### config.mk
export PLATFORM = sky130hd
export DESIGN_NAME = stall_ctrl
export DESIGN_NICKNAME = d
export VERILOG_FILES = /design/src/rtl/stall_ctrl.sv
export SDC_FILE = /design/constraint.sdc
export NUM_CORES = 1
export LEC_CHECK = 0
export CAP_MARGIN = 30
export CORE_ASPECT_RATIO = 0.7
export CORE_UTILIZATION = 43
export DETAILED_ROUTE_END_ITERATION = 10
export PLACE_DENSITY = 0.74
export SYNTH_ARGS = -nofsm -noshare
export SYNTH_HDL_FRONTEND = slang
export SYNTH_SLANG_ARGS = --single-unit
### constraint.sdc
create_clock -name clk -period 2.9 [get_ports clk]
set_input_delay 0.58 -clock clk [delete_from_list [all_inputs] [get_ports clk]]
set_output_delay 0.58 -clock clk [all_outputs]
set_load 0.01 [all_outputs]
### src/rtl/stall_ctrl.sv
// stall_ctrl: hazard/stall decision for the 5-stage pipeline.
// Decodes the D instruction, tracks dest/Tnew shadows for E and M, and
// raises stall when a D source is needed before its producer can supply it.
module stall_ctrl #(
    parameter int CNT_W = 32
) (
    input  logic             clk,
    input  logic             reset,
    input  logic [31:0]      IR_D,
    output logic             stall,
    output logic             pc_en,
    output logic             if_id_en,
    output logic             ID_EX_reset,
    output logic [CNT_W-1:0] stall_count
);

    localparam logic [5:0] OP_RTYPE = 6'b000000;
    localparam logic [5:0] OP_ORI   = 6'b001101;
    localparam logic [5:0] OP_LUI   = 6'b001111;
    localparam logic [5:0] OP_LW    = 6'b100011;
    localparam logic [5:0] OP_SW    = 6'b101011;
    localparam logic [5:0] OP_BEQ   = 6'b000100;
    localparam logic [5:0] OP_JAL   = 6'b000011;
    localparam logic [5:0] FN_ADDU  = 6'b100001;
    localparam logic [5:0] FN_SUBU  = 6'b100011;
    localparam logic [5:0] FN_JR    = 6'b001000;

    // Decoded view of the D instruction
    typedef struct packed {
        logic       rs_use;
        logic [1:0] rs_tuse;
        logic       rt_use;
        logic [1:0] rt_tuse;
        logic [4:0] dest;
        logic [1:0] tnew;
    } dec_t;

    logic [5:0] op, funct;
    logic [4:0] rs, rt, rd;
    logic       unused_shamt;
    dec_t       dec;

    assign op           = IR_D[31:26];
    assign rs           = IR_D[25:21];
    assign rt           = IR_D[20:16];
    assign rd           = IR_D[15:11];
    assign funct        = IR_D[5:0];
    assign unused_shamt = ^IR_D[10:6];

    logic [4:0]       a3_e_q, a3_e_d, a3_m_q, a3_m_d;
    logic [1:0]       tnew_e_q, tnew_e_d, tnew_m_q, tnew_m_d;
    logic [CNT_W-1:0] stall_count_q, stall_count_d;

    // Source usage, Tuse and destination/Tnew for the D instruction
    always_comb begin
        dec = '0;
        unique case (op)
            OP_RTYPE: begin
                if (funct == FN_ADDU || funct == FN_SUBU) begin
                    dec.rs_use = 1'b1;
                    dec.rs_tuse = 2'd1;
                    dec.rt_use = 1'b1;
                    dec.rt_tuse = 2'd1;
                    dec.dest = rd;
                    dec.tnew = 2'd1;
                end else if (funct == FN_JR) begin
                    dec.rs_use = 1'b1;
                    dec.rs_tuse = 2'd0;
                end
            end
            OP_ORI: begin
                dec.rs_use = 1'b1;
                dec.rs_tuse = 2'd1;
                dec.dest = rt;
                dec.tnew = 2'd1;
            end
            OP_LUI: begin
                dec.dest = rt;
                dec.tnew = 2'd1;
            end
            OP_LW: begin
                dec.rs_use = 1'b1;
                dec.rs_tuse = 2'd1;
                dec.dest = rt;
                dec.tnew = 2'd2;
            end
            OP_SW: begin
                dec.rs_use = 1'b1;
                dec.rs_tuse = 2'd1;
                dec.rt_use = 1'b1;
                dec.rt_tuse = 2'd2;
            end
            OP_BEQ: begin
                dec.rs_use = 1'b1;
                dec.rs_tuse = 2'd0;
                dec.rt_use = 1'b1;
                dec.rt_tuse = 2'd0;
            end
            OP_JAL: begin
                dec.dest = 5'd31;
                dec.tnew = 2'd0;
            end
            default: dec = '0;
        endcase
    end

    // One source is blocked if its producer in E or M is still too far away
    function automatic logic src_hazard(input logic use_s, input logic [4:0] s,
                                        input logic [1:0] tuse,
                                        input logic [4:0] a3e, input logic [1:0] tne,
                                        input logic [4:0] a3m, input logic [1:0] tnm);
        return use_s && (s != 5'd0) &&
               ((s == a3e && tuse < tne) || (s == a3m && tuse < tnm));
    endfunction

    // Stall decision and derived enables
    always_comb begin
        stall = src_hazard(dec.rs_use, rs, dec.rs_tuse, a3_e_q, tnew_e_q, a3_m_q, tnew_m_q) |
                src_hazard(dec.rt_use, rt, dec.rt_tuse, a3_e_q, tnew_e_q, a3_m_q, tnew_m_q);
        pc_en       = ~stall;
        if_id_en    = ~stall;
        ID_EX_reset = stall;
    end

    // Next shadow state: bubble into E on stall, E ages into M every cycle
    always_comb begin
        a3_e_d        = stall ? 5'd0 : dec.dest;
        tnew_e_d      = stall ? 2'd0 : dec.tnew;
        a3_m_d        = a3_e_q;
        tnew_m_d      = (tnew_e_q == 2'd0) ? 2'd0 : tnew_e_q - 2'd1;
        stall_count_d = stall_count_q;
        if (stall && !(&stall_count_q))
            stall_count_d = stall_count_q + 1'b1;
    end

    // State registers with synchronous reset
    always_ff @(posedge clk) begin
        if (reset) begin
            a3_e_q        <= '0;
            tnew_e_q      <= '0;
            a3_m_q        <= '0;
            tnew_m_q      <= '0;
            stall_count_q <= '0;
        end else begin
            a3_e_q        <= a3_e_d;
            tnew_e_q      <= tnew_e_d;
            a3_m_q        <= a3_m_d;
            tnew_m_q      <= tnew_m_d;
            stall_count_q <= stall_count_d;
        end
    end

    assign stall_count = stall_count_q;

endmodule

### After elaboration in Yosys (flattened, before gate mapping)

Index checks and enable logic that the tools add are counted.

| operators by class | value |
|---|---|
| reductions and logical operators | 22 |
| add/sub/neg operators | 2 |
| mux-type cells | 6 |
| bitwise operators | 2 |
| order comparisons | 4 |
| equality and inequality tests | 13 |

Operators by type and width:

| cell | count |
|---|---|
| $add 32x1->32 const B | 1 |
| $reduce_and 32->1 | 1 |
| $pmux 7 s4 | 1 |
| $eq 6x6->1 const B | 4 |
| $eq 5x5->1 | 4 |
| $eq 6x4->1 const B | 3 |
| $pmux 3 s3 | 2 |
| $mux 10 | 1 |
| $reduce_bool 5->1 | 2 |
| $logic_and 1x1->1 | 9 |
| $lt 2x2->1 | 4 |
| $eq 6x2->1 const B | 1 |
| $eq 6x3->1 const B | 1 |
| $logic_not 6->1 | 1 |
| $mux 3 | 2 |
| $reduce_or 2->1 | 3 |
| $logic_or 1x1->1 | 3 |
| $reduce_or 3->1 | 1 |
| $logic_not 2->1 | 1 |
| $sub 2x1->2 const B | 1 |
| $logic_not 1->1 | 1 |
| $not 1->1 | 1 |
| $or 1x1->1 | 1 |

| storage, ports and cells | value |
|---|---|
| input bits | 34 |
| output and inout bits | 36 |
| logic and storage cells | 54 |
| bits in registers | 46 |

### Longest topological paths before layout

Gate-level depths: netlist (run 1).

| logic depth | value |
|---|---|
| word-level depth | 10 |
| depth in mapped cells | 13 |
| mapped depth without buffers | 11 |

### Least setup slack after synthesis (run 1)

Ideal clock, no wire load.

| path | value |
|---|---|
| kind | input -> register |
| start point | input IR_D[26] |
| end point | register stall_count_q[28], in the netlist stall_count[28] |
| arrival time | 2.872 ns |
| library setup time | 0.121 ns |
| path slack | -0.093 ns |
| required time | 2.779 ns |
| stages | 12 |
| buffers on the path | 1 |
| cell sequence | nor2b_1 > nand2_1 > nor2_1 > ha_1 > inv_1 > o21ai_0 > a2111oi_4 > o211ai_1 > o22a_1 > buf_6 > nor3b_1 > mux2_2 |

| between the ends | value |
|---|---|
| longest elaborated chain between the ends | 9 |
| elaborated cells between the ends (all ways) | 24 |
| classes of those cells | 4 x order compare; 4 x eq/ne; 2 x mux; 1 x bitwise; 13 x reduce/logical |

RTL lines:

| element | line | RTL |
|---|---|---|
| from (decl) | 9 | `input logic [31:0] IR_D,` |
| $eq 6x6->1 or $eq 6x4->1 (tied branches) | 57 | `unique case (op)` |
| $reduce_or 3->1 (no source line) | n/a |  |
| $pmux 3 s3 | 57 |  |
| $lt 2x2->1 | 113 | `((s == a3e && tuse < tne) \|\| (s == a3m && tuse < tnm));` |
| $logic_and 1x1->1 | 113 |  |
| $logic_or 1x1->1 | 113 |  |
| $logic_and 1x1->1 | 112 | `return use_s && (s != 5'd0) &&` |
| $or 1x1->1 (*) | 118 | `stall = src_hazard(dec.rs_use, rs, dec.rs_tuse, a3_e_q, tnew_e_q, a3_m_q, tnew_m_q) \|` |
| $logic_and 1x1->1 (*) | 132 | `if (stall && !(&stall_count_q))` |
| to (signal assigned) | 149 | `stall_count_q <= stall_count_d;` |
| to (decl) | 52 | `logic [CNT_W-1:0] stall_count_q, stall_count_d;` |

Mark *: on every way between the ends. The rest lies on a longest branch, timed or not.
A chain may end at the register's enable or synchronous reset.

### Final worst setup path (run 1)

| path | value |
|---|---|
| start point | input IR_D[28] |
| end point | output ID_EX_reset |

| between the ends | value |
|---|---|
| longest elaborated chain between the ends | 8 |
| elaborated cells between the ends (all ways) | 23 |
| classes of those cells | 4 x order compare; 4 x eq/ne; 2 x mux; 1 x bitwise; 12 x reduce/logical |

RTL lines:

| element | line | RTL |
|---|---|---|
| $eq 6x6->1 or $eq 6x4->1 (tied branches) | 57 |  |
| $reduce_or 3->1 (no source line) | n/a |  |
| $pmux 3 s3 | 57 |  |
| $lt 2x2->1 | 113 |  |
| $logic_and 1x1->1 | 113 |  |
| $logic_or 1x1->1 | 113 |  |
| $logic_and 1x1->1 | 112 |  |
| $or 1x1->1 (*) | 118 |  |
| to (decl) | 13 | `output logic ID_EX_reset,` |

Marked as above.

==> results of run 1 <==
-- repair_timing --
item,4_1_cts,5_1_grt
pin swaps,18,27
endpoints found under the setup margin,36,33
setup buffers,9,0
gates cloned,2,1
resized for setup,64,31
-- logic make-up after synthesis --
family | after synthesis | share of synthesized area
simple gates | 142 | 0.306
compound gates | 77 | 0.184
flops | 46 | 0.363
xor+xnor | 21 | 0.0725
buf+inv | 21 | 0.0414
fa+ha+maj | 4 | 0.0197
mux | 3 | 0.0128
-- stage by stage --
step,area (um2),std cells
2_1_floorplan,2540,314
3_3_place_gp,3510,473
3_5_place_dp,3510,473
4_1_cts,3810,492
5_1_grt,3930,492
6_report,3930,492
-- cell usage in the layout (no fill, tap or decap), types with 7 or more instances in the layout --
master           count
a21oi_1             16
a21oi_2             13
and3_1               8
buf_4               38
buf_6                7
clkdlybuf4s50_1     44
dfxtp_1             46
dlygate4sd2_1       10
nand2_1             26
nand3_1             21
nand4_1             10
nor2_1              15
nor2b_1             10
nor3_1               7
o21ai_0             24
or3_1               14
or3_4                8
xnor2_1             18
-- registers in the layout (all words and copies together), names as in the netlist --
signal	flops
tnew_m_q	2
stall_count	32
a3_m_q	5
tnew_e_q	2
a3_e_q	5
-- worst max-delay path by stage --
| stage | slack (ns) | end | from | cells after the start |
|---|---|---|---|---|
| global placement | -0.74 | ID_EX_reset | IR_D[26] | 11 |
| floorplan | 0.009 | stall_count[28]$_SDFFE_PP0P_ | IR_D[28] | 11 |
| global route | -0.07 | stall | IR_D[28] | 11 |
| finish | -0.004 | ID_EX_reset | IR_D[28] | 11 |
| detailed placement | -0.84 | ID_EX_reset | IR_D[26] | 11 |
| CTS | 0.004 | ID_EX_reset | IR_D[29] | 10 |
-- layer usage --
metal | up-vias | global-route usage | part of all wire | wire (um)
met1 | 1371 | 0.359 | 0.47 | 3730
met5 | - | 0 | 0 | 0
met4 | 0 | 0.0673 | 0.017 | 136
li1 | 1365 | - | - | -
met2 | 109 | 0.397 | 0.44 | 3480
met3 | 17 | 0.0575 | 0.065 | 510
-- power breakdown --
group / leakage, nW / switching [mW] / internal (mW)
Combinational: 0.925 / 0.0619 / 0.0716
Clock: 0.0585 / 0.244 / 0.259
Sequential: 0.371 / 0.00199 / 0.633
Total: 1.35 / 0.308 / 0.964
-- final cells by class --
cell class	count	area [um2]	share of cell area
clock buffers	5	68.8	0.0175
well taps	72	90.1	0.0229
flip-flops and latches	46	921	0.234
multi-input cells	247	1720	0.437
clock inverters	3	43.8	0.0112
repair buffers	112	1060	0.270
inverters	7	26.3	0.00669
==> reports/qor.txt, run 1 <==
CP Capture Type: output pin
Pre-CTS WS: -0.841 ns
Largest cells by area after synthesis: dfxtp_1 (36%), xnor2_1 (6.6%), a21oi_1 (5.7%)
Layout Utilization: 0.721
Final setup vio count: 2
Slew Limit Fails: 0
VDD IR max: 276 uV
Detailed Route WL: 7.86 mm
Worst path bufs/invs: 5
Top_reg_cell synth: dfxtp_1
Root Driver: clkbuf_8
Seq/Total Area, Yosys: 0.363
Worst-Margin Slew: 0.686 ns
Reg2reg path depth: 10
Total CTS buffers: 5
Kind of cell adding the most delay to the critical path: compound AO/OA/AOI/OAI gates
Mean Syn Cell Area: 8.08 um2
Outcome: finished, violations left
Worst endpoint required time: 2.32 ns
Top post-synthesis cells by count: dfxtp_1 (46), a21oi_1 (29), nand2_1 (27), o21ai_0 (25), or3_1 (22)
Via count of the first global-routing pass: 2594
Reg2reg start: stall_count[0]$_SDFFE_PP0P_
Largest net degree at the start of global routing: 21
Post-synth top area cell: dfxtp_1
Post-synth EDFFs: 0
R2R Setup Slk: 0.34 ns
Hold depth: 1
Antenna diodes: 0
Max-Cap Viols: 0
Syn Inst Count: 314
Share of cells above drive strength 1: 0.252
Worst Skew: 0.00503 ns
First-pass GRT wire length: 12.3 mm
Fraction of registers with async set/reset: 0
Gr ovfl total: 0
Worst-path maximum fanout: 4
Fmax: 344 MHz
Min cycle time layout: 2.90 ns
Hold Crit Start: tnew_e_q[0]$_SDFF_PP0_
Crit path cell chain: buf_6, nand3b_1, nor2_4, ha_4, buf_6, a2111oi_4, o211ai_1, buf_4, o21a_4, inv_2, buf_6
Worst Hold Path EP: tnew_m_q[0]$_SDFF_PP0_
Synthesized Nets: 352
Clk buf depth: 2
Worst Slack Setup Final: -0.00425 ns
Final GP Congestion: 0.842
Minimum hold slack: 0.504 ns
Worst path max stage delay: 0.27 ns
RSZ-0062 raised after global routing: yes
Total Neg Setup Slack: -0.00828 ns
Antenna viol nets, final: 0
Initial antenna violation count: 0
Post-synth top area share: 0.363
Lkg Pwr: 1.35 nW
Final nets: 457
Initial core utilization: 0.465
Startpoint Class: input pin
Area delta synth->final: 54.9%
Cell Area, Synth: 2540 um2
Failing checks: negative setup slack
Vias/cell: 5.82
Fillcell total: 394
Post-CTS Hold Buffers: 0
Total Routing Usage GR: 0.257
Final hold vios: 0
Tot Pwr: 1.27 mW
Min-delay worst type: flop to flop
Reg-to-reg critical path endpoint: stall_count[5]$_SDFFE_PP0P_
WL per Instance: 16.0 um
DRT Pass-1 Iters: 5
HPWL after detailed placement: 5.29 mm
Worst-Skew Late Latency: 0.31 ns
Full die area: 6210 um2
Post-synth cell types: 45
Yosys warning count: 0
1st-iter DRT viols: 260
Most frequent cell after synthesis: dfxtp_1
CTS tree: yes
Clk sink count: 46
Core region area: 5450 um2
IO Pins: 70
Slew HR: 0.541
Critical path class: input pin to output pin
Pwr per Cell Area: 324 nW/um2
H-tree Lvls: 2
FP Rows: 22
Port buffer count: 64
Die span in x: 93.8 um
Die Y-Extent: 66.3 um
Crit-path most repeated cell: buf_6
Remaining DRCs: 0
Synth Register Bits: 46
Via count: 2862
Crit path DAT: 2.32 ns
Slowest CP cell: a2111oi_4
Clock transition at the registers of the reported paths: 0.09 ns
Fin crit share: 1.00
Power figures use the tool's default switching activity.
==> run 2, diff against run 1 <==
--- a/config.mk
+++ b/config.mk
@@ -7,6 +7,7 @@
 export LEC_CHECK = 0
 export CAP_MARGIN = 30
 export CORE_ASPECT_RATIO = 0.7
+export CORE_MARGIN = 2
 export CORE_UTILIZATION = 43
 export DETAILED_ROUTE_END_ITERATION = 10
 export PLACE_DENSITY = 0.74
==> run 2 against run 1 <==
  * The run now ends clean
  * Register-to-register slack better by 0.06 ns
  * Design area down 6.9%
  * Critical endpoint unchanged
  * Wire length down 8.5%
  * Sequential power about the same
  * Critical path type unchanged
  * Utilization down 7.9 points
  * Sequential share of layout area up 1.7 points
  * Clock skew up 0.0032 ns
  * Setup slack better by 0.10 ns
  * Hold slack worse by 0.020 ns
  * First-iteration DRC count down 51%
  * Non-clock buffer count down 14
  * Clock power down 17%
==> reports/qor.txt, run 2 (synthesis results as in run 1) <==
Outcome: complete, no violations
H-tree Lvls: 2 (unchanged)
Remaining DRCs: 0 (unchanged)
Share of cells above drive strength 1: 0.172 (-0.0800)
Lkg Pwr: 1.26 nW (-6.7%)
Worst-Skew Late Latency: 0.30 ns (about the same)
Min-delay worst type: flop to flop
Total Neg Setup Slack: 0 ns (+0.00828 ns)
Area delta synth->final: 44.2%
Clk buf depth: 2 (unchanged)
DRT Pass-1 Iters: 5 (unchanged)
Pwr per Cell Area: 322 nW/um2 (-0.48%)
Vias/cell: 5.56 (-4.4%)
Root Driver: clkbuf_8
Antenna viol nets, final: 0 (unchanged)
HPWL after detailed placement: 5.31 mm (+0.30%)
Via count: 2676 (-6.5%)
Layout Utilization: 0.642 (-0.0788)
Fmax: 357 MHz (+3.7%)
Gr ovfl total: 0 (unchanged)
Setup crit start: IR_D[28]
FP Rows: 23 (+4.5%)
WL per Instance: 14.9 um (-6.4%)
Core region area: 5700 um2 (+4.5%)
IO Pins: 70 (unchanged)
Slew HR: 0.751 (+0.209)
Reg2reg path depth: 10 (unchanged)
Fillcell total: 477 (+21%)
Antenna diodes: 0 (unchanged)
Clock transition at the registers of the reported paths: 0.09 ns (about the same)
Total Routing Usage GR: 0.230 (-0.0269)
CP Capture Type: output pin
Worst-Margin Slew: 0.371 ns (-0.315 ns)
Slew Limit Fails: 0 (unchanged)
Initial antenna violation count: 0 (unchanged)
Most frequent cells in the layout: dfxtp_1 (46), clkdlybuf4s50_1 (46), buf_4 (29)
Largest register FFs: 32 (unchanged)
Via count of the first global-routing pass: 2472 (-4.7%)
Die Y-Extent: 68.3 um (+3.0%)
Reg2reg start: stall_count[9]$_SDFFE_PP0P_
Reg-to-reg critical path endpoint: stall_count[0]$_SDFFE_PP0P_
Setup crit end: ID_EX_reset
Post-CTS Hold Buffers: 0 (unchanged)
Worst Skew: 0.00824 ns (+0.00321 ns)
Die span in x: 95.8 um (+2.1%)
Clk sink count: 46 (unchanged)
Initial core utilization: 0.445 (-0.0202)
Crit path DAT: 2.22 ns (-0.10 ns)
Worst-path maximum fanout: 4 (unchanged)
Final hold vios: 0 (unchanged)
Full die area: 6540 um2 (+5.2%)
Fin crit share: 0.966 (-0.0357)
Startpoint Class: input pin
Total CTS buffers: 5 (unchanged)
Largest net degree at the start of global routing: 26 (+24%)
R2R Setup Slk: 0.40 ns (+0.06 ns)
Port buffer count: 64 (unchanged)
Final setup vio count: 0 (-2)
CTS tree: yes
Minimum hold slack: 0.484 ns (-0.0202 ns)
First-pass GRT wire length: 11.6 mm (-5.7%)
Final nets: 443 (-3.1%)
Critical path class: input pin to output pin
Pre-CTS WS: -0.917 ns (-0.0758 ns)
1st-iter DRT viols: 128 (-51%)
Worst Slack Setup Final: 0.0993 ns (+0.104 ns)
Min cycle time layout: 2.80 ns (-0.104 ns)
Max-Cap Viols: 0 (unchanged)
Final GP Congestion: 0.911 (+8.2%)
VDD IR max: 212 uV (-23%)
Worst endpoint required time: 2.32 ns (about the same)
Detailed Route WL: 7.19 mm (-8.5%)
Tot Pwr: 1.18 mW (-7.3%)
[run 2: cell types whose count changed in the layout (fill, tap and decap cells not counted), moves of 2 or more]
cell	change
a21oi_2	-12
buf_4	-9
dlymetal6s2s_1	+4
buf_6	-4
or3_1	+8
clkdlybuf4s50_1	+2
a21oi_1	+12
dlygate4sd2_1	-7
clkbuf_2	+3
or3_4	-8
[run 2: worst min-delay path by stage]
stage                                start                endpoint  slack, ns  depth (start not counted)
detailed placement  tnew_e_q[0]$_SDFF_PP0_  tnew_m_q[0]$_SDFF_PP0_       0.46                          1
global route        tnew_e_q[0]$_SDFF_PP0_  tnew_m_q[0]$_SDFF_PP0_       0.51                          1
CTS                 tnew_e_q[0]$_SDFF_PP0_  tnew_m_q[0]$_SDFF_PP0_       0.48                          1
global placement    tnew_e_q[0]$_SDFF_PP0_  tnew_m_q[0]$_SDFF_PP0_       0.45                          1
finish              tnew_e_q[0]$_SDFF_PP0_  tnew_m_q[0]$_SDFF_PP0_       0.48                          1
floorplan           tnew_e_q[0]$_SDFF_PP0_  tnew_m_q[0]$_SDFF_PP0_       0.42                          1
[run 2: power breakdown]
part	internal [mW]	switching, mW
Sequential	0.633	0.00207
Clock	0.192	0.226
Combinational	0.0673	0.0579
Total	0.892	0.286
[run 2: cell type report]
type                       count  area (um2)  area share
clock buffer                   6        82.6      0.0226
tap                           75        93.8      0.0257
sequential                    46         921       0.252
inverter                       7        26.3     0.00718
timing repair buffer          98         921       0.252
clock inverter                 2        12.5     0.00342
multi-input combinational    247        1600       0.438
[run 2: timing repair]
item,in CTS,in global routing
pin swaps,11,12
gates cloned,0,0
endpoints found under the setup margin,36,23
setup buffers,3,0
resized for setup,45,17
[run 2: worst max-delay path, stage by stage]
cell       delay (ns)
clkbuf_2         0.09
nand3b_1         0.23
nor2_4           0.22
ha_4             0.24
a21o_1           0.18
a2111oi_4        0.19
o211ai_1         0.15
o21a_2           0.17
inv_2            0.07
buf_6            0.10
[run 2: per-layer routing]
metal / wire length [um] / track usage
met1: 3470 / 0.316
met5: 0 / 0
met2: 3250 / 0.375
met3: 398 / 0.0496
met4: 68 / 0.0482
[run 2: stage by stage]
| step | cell area [um2] | std cells |
|---|---|---|
| 2_1_floorplan | 2540 | 314 |
| 3_3_place_gp | 3500 | 472 |
| 3_5_place_dp | 3500 | 472 |
| 4_1_cts | 3670 | 483 |
| 5_1_grt | 3660 | 481 |
| 6_report | 3660 | 481 |
==> run 3, diff against run 2 <==
--- a/config.mk
+++ b/config.mk
@@ -9,6 +9,7 @@
 export CORE_ASPECT_RATIO = 0.7
 export CORE_MARGIN = 2
 export CORE_UTILIZATION = 43
+export CTS_BUF_LIST = sky130_fd_sc_hd__clkbuf_16
 export DETAILED_ROUTE_END_ITERATION = 10
 export PLACE_DENSITY = 0.74
 export SYNTH_ARGS = -nofsm -noshare
==> run 3 against run 2 <==
  * The run now ends with negative setup slack left
  * Design area increased by 4.4%
  * Flip-flop and latch count is the same
  * Die area is the same
  * Critical path depth unchanged
  * Utilization increased by 2.8 points
  * Combinational power grew 6%
  * Hold slack got worse by 0.012 ns
  * Maximum frequency down 4.3%
  * Wire length grew 3.7%
  * Sequential power about the same
  * Register-to-register slack got worse by 0.02 ns
==> reports/qor.txt, run 3 (synthesis results as in run 1) <==
Full die area: 6540 um2 (unchanged)
Area delta synth->final: 50.6%
Critical path class: input pin to output pin
Final nets: 447 (+0.90%)
Initial core utilization: 0.445 (unchanged)
Tot Pwr: 1.33 mW (+13%)
Slew Limit Fails: 0 (unchanged)
Crit-path most repeated cell: buf_6
Initial antenna violation count: 0 (unchanged)
H-tree Lvls: 2 (unchanged)
CTS tree: yes
Fin crit share: 1.01 (+0.0433)
Gr ovfl total: 0 (unchanged)
RSZ-0062 raised after global routing: yes
VDD IR max: 233 uV (+9.8%)
Core region area: 5700 um2 (unchanged)
Worst-path maximum fanout: 4 (unchanged)
Final setup vio count: 4 (+4)
Pre-CTS WS: -0.917 ns (unchanged)
Via count of the first global-routing pass: 2465 (-0.28%)
Failing checks: negative setup slack
Slowest CP cell: a2111oi_4
Total Routing Usage GR: 0.229 (-0.000474)
Startpoint Class: input pin
Clock transition at the registers of the reported paths: 0.06 ns (-0.03 ns)
Min cycle time layout: 2.93 ns (+0.126 ns)
Clk buf depth: 2 (unchanged)
First-pass GRT wire length: 11.6 mm (-0.17%)
Pwr per Cell Area: 348 nW/um2 (+7.9%)
Total CTS buffers: 5 (unchanged)
Worst endpoint required time: 2.32 ns (about the same)
Slew HR: 0.753 (+0.00190)
Lkg Pwr: 1.28 nW (+1.7%)
Via count: 2724 (+1.8%)
FP Rows: 23 (unchanged)
CP Capture Type: output pin
Minimum hold slack: 0.472 ns (-0.0115 ns)
Root Driver: clkbuf_16
Crit path DAT: 2.35 ns (+0.13 ns)
Final hold vios: 0 (unchanged)
Worst path max stage delay: 0.33 ns (+0.09 ns)
Kind of cell adding the most delay to the critical path: compound AO/OA/AOI/OAI gates
Largest net degree at the start of global routing: 26 (unchanged)
Dpl cell area: 3500 um2 (unchanged)
Largest register FFs: 32 (unchanged)
HPWL after detailed placement: 5.31 mm (unchanged)
Antenna viol nets, final: 0 (unchanged)
Fmax: 342 MHz (-4.3%)
Detailed Route WL: 7.45 mm (+3.7%)
Design Area, Final: 3820 um2 (+4.4%)
WL per Instance: 15.4 um (+2.8%)
DRT Pass-1 Iters: 5 (unchanged)
Worst Slack Setup Final: -0.0262 ns (-0.126 ns)
Max-Cap Viols: 0 (unchanged)
IO Pins: 70 (unchanged)
Post-route insts no fill: 485 (+0.83%)
Outcome: finished, violations left
Remaining DRCs: 0 (unchanged)
Antenna diodes: 0 (unchanged)
Total Neg Setup Slack: -0.0536 ns (-0.0536 ns)
Min-delay worst type: flop to flop
Die Y-Extent: 68.3 um (unchanged)
1st-iter DRT viols: 147 (+15%)
Most frequent cells in the layout: clkdlybuf4s50_1 (51), dfxtp_1 (46), buf_4 (30)
Worst-Skew Late Latency: 0.29 ns (about the same)
Die span in x: 95.8 um (unchanged)
Crit path cell chain: buf_6, nand3b_1, nor2_4, ha_4, buf_6, a2111oi_4, o211ai_1, o21a_2, inv_2, buf_6
Worst-Margin Slew: 0.368 ns (-0.00282 ns)
Clk sink count: 46 (unchanged)
Vias/cell: 5.62 (+0.95%)
Most common cell after layout, fill and taps aside: clkdlybuf4s50_1
Port buffer count: 64 (unchanged)
Layout Utilization: 0.670 (+0.0283)
Share of cells above drive strength 1: 0.217 (+0.0447)
DP Cell Count: 472 (unchanged)
Worst path bufs/invs: 4 (+1)
Final GP Congestion: 0.911 (unchanged)
Worst Skew: 0.00441 ns (-0.00383 ns)
-- run 3: cell types whose count changed in the layout (fill, tap and decap cells not counted), sizes merged --
cell / before / now
buf: 39 / 44
clkbuf: 11 / 8
clkdlybuf4s50: 46 / 51
clkinv: 1 / 2
dlygate4sd2: 3 / 4
dlymetal6s2s: 5 / 0
-- run 3: layer usage --
metal	global-route usage	wire [um]	vias up	part of all wire
met2	0.374	3420	84	0.46
met4	0.0536	87	0	0.012
met3	0.0374	387	11	0.052
met1	0.320	3550	1290	0.48
li1	-	-	1339	-
met5	0	0	-	0
-- run 3: what timing repair did --
action / 4_1_cts / 5_1_grt
pin swaps: 11 / 14
resized for setup: 45 / 31
gates cloned: 0 / 0
buffers inserted: 3 / 2
endpoints found under the setup margin: 36 / 30
hold buffers: 0 / 0
-- run 3: cell type report --
type	instances	area, um2
fillers	455	1880
multi-input cells	247	1680
repair buffers	102	960
flip-flops and latches	46	921
clock buffers	5	125
well taps	75	93.8
inverters	7	26.3
clock inverters	3	16.3
-- run 3: report_power, final --
part           switching, mW  internal [mW]
clock                  0.246          0.315
sequential           0.00204          0.634
combinational         0.0607         0.0711
total                  0.308           1.02
-- run 3: worst paths after layout --
kind / startpoint / end / slack, ns / cells after the start
worst max-delay path: IR_D[28] / ID_EX_reset / -0.03 / 10
worst min-delay path: tnew_e_q[0]$_SDFF_PP0_ / tnew_m_q[0]$_SDFF_PP0_ / 0.47 / 1
worst max register to register: stall_count[0]$_SDFFE_PP0P_ / stall_count[0]$_SDFFE_PP0P_ / 0.38 / 11
worst min register to register: tnew_e_q[0]$_SDFF_PP0_ / tnew_m_q[0]$_SDFF_PP0_ / 0.47 / 1
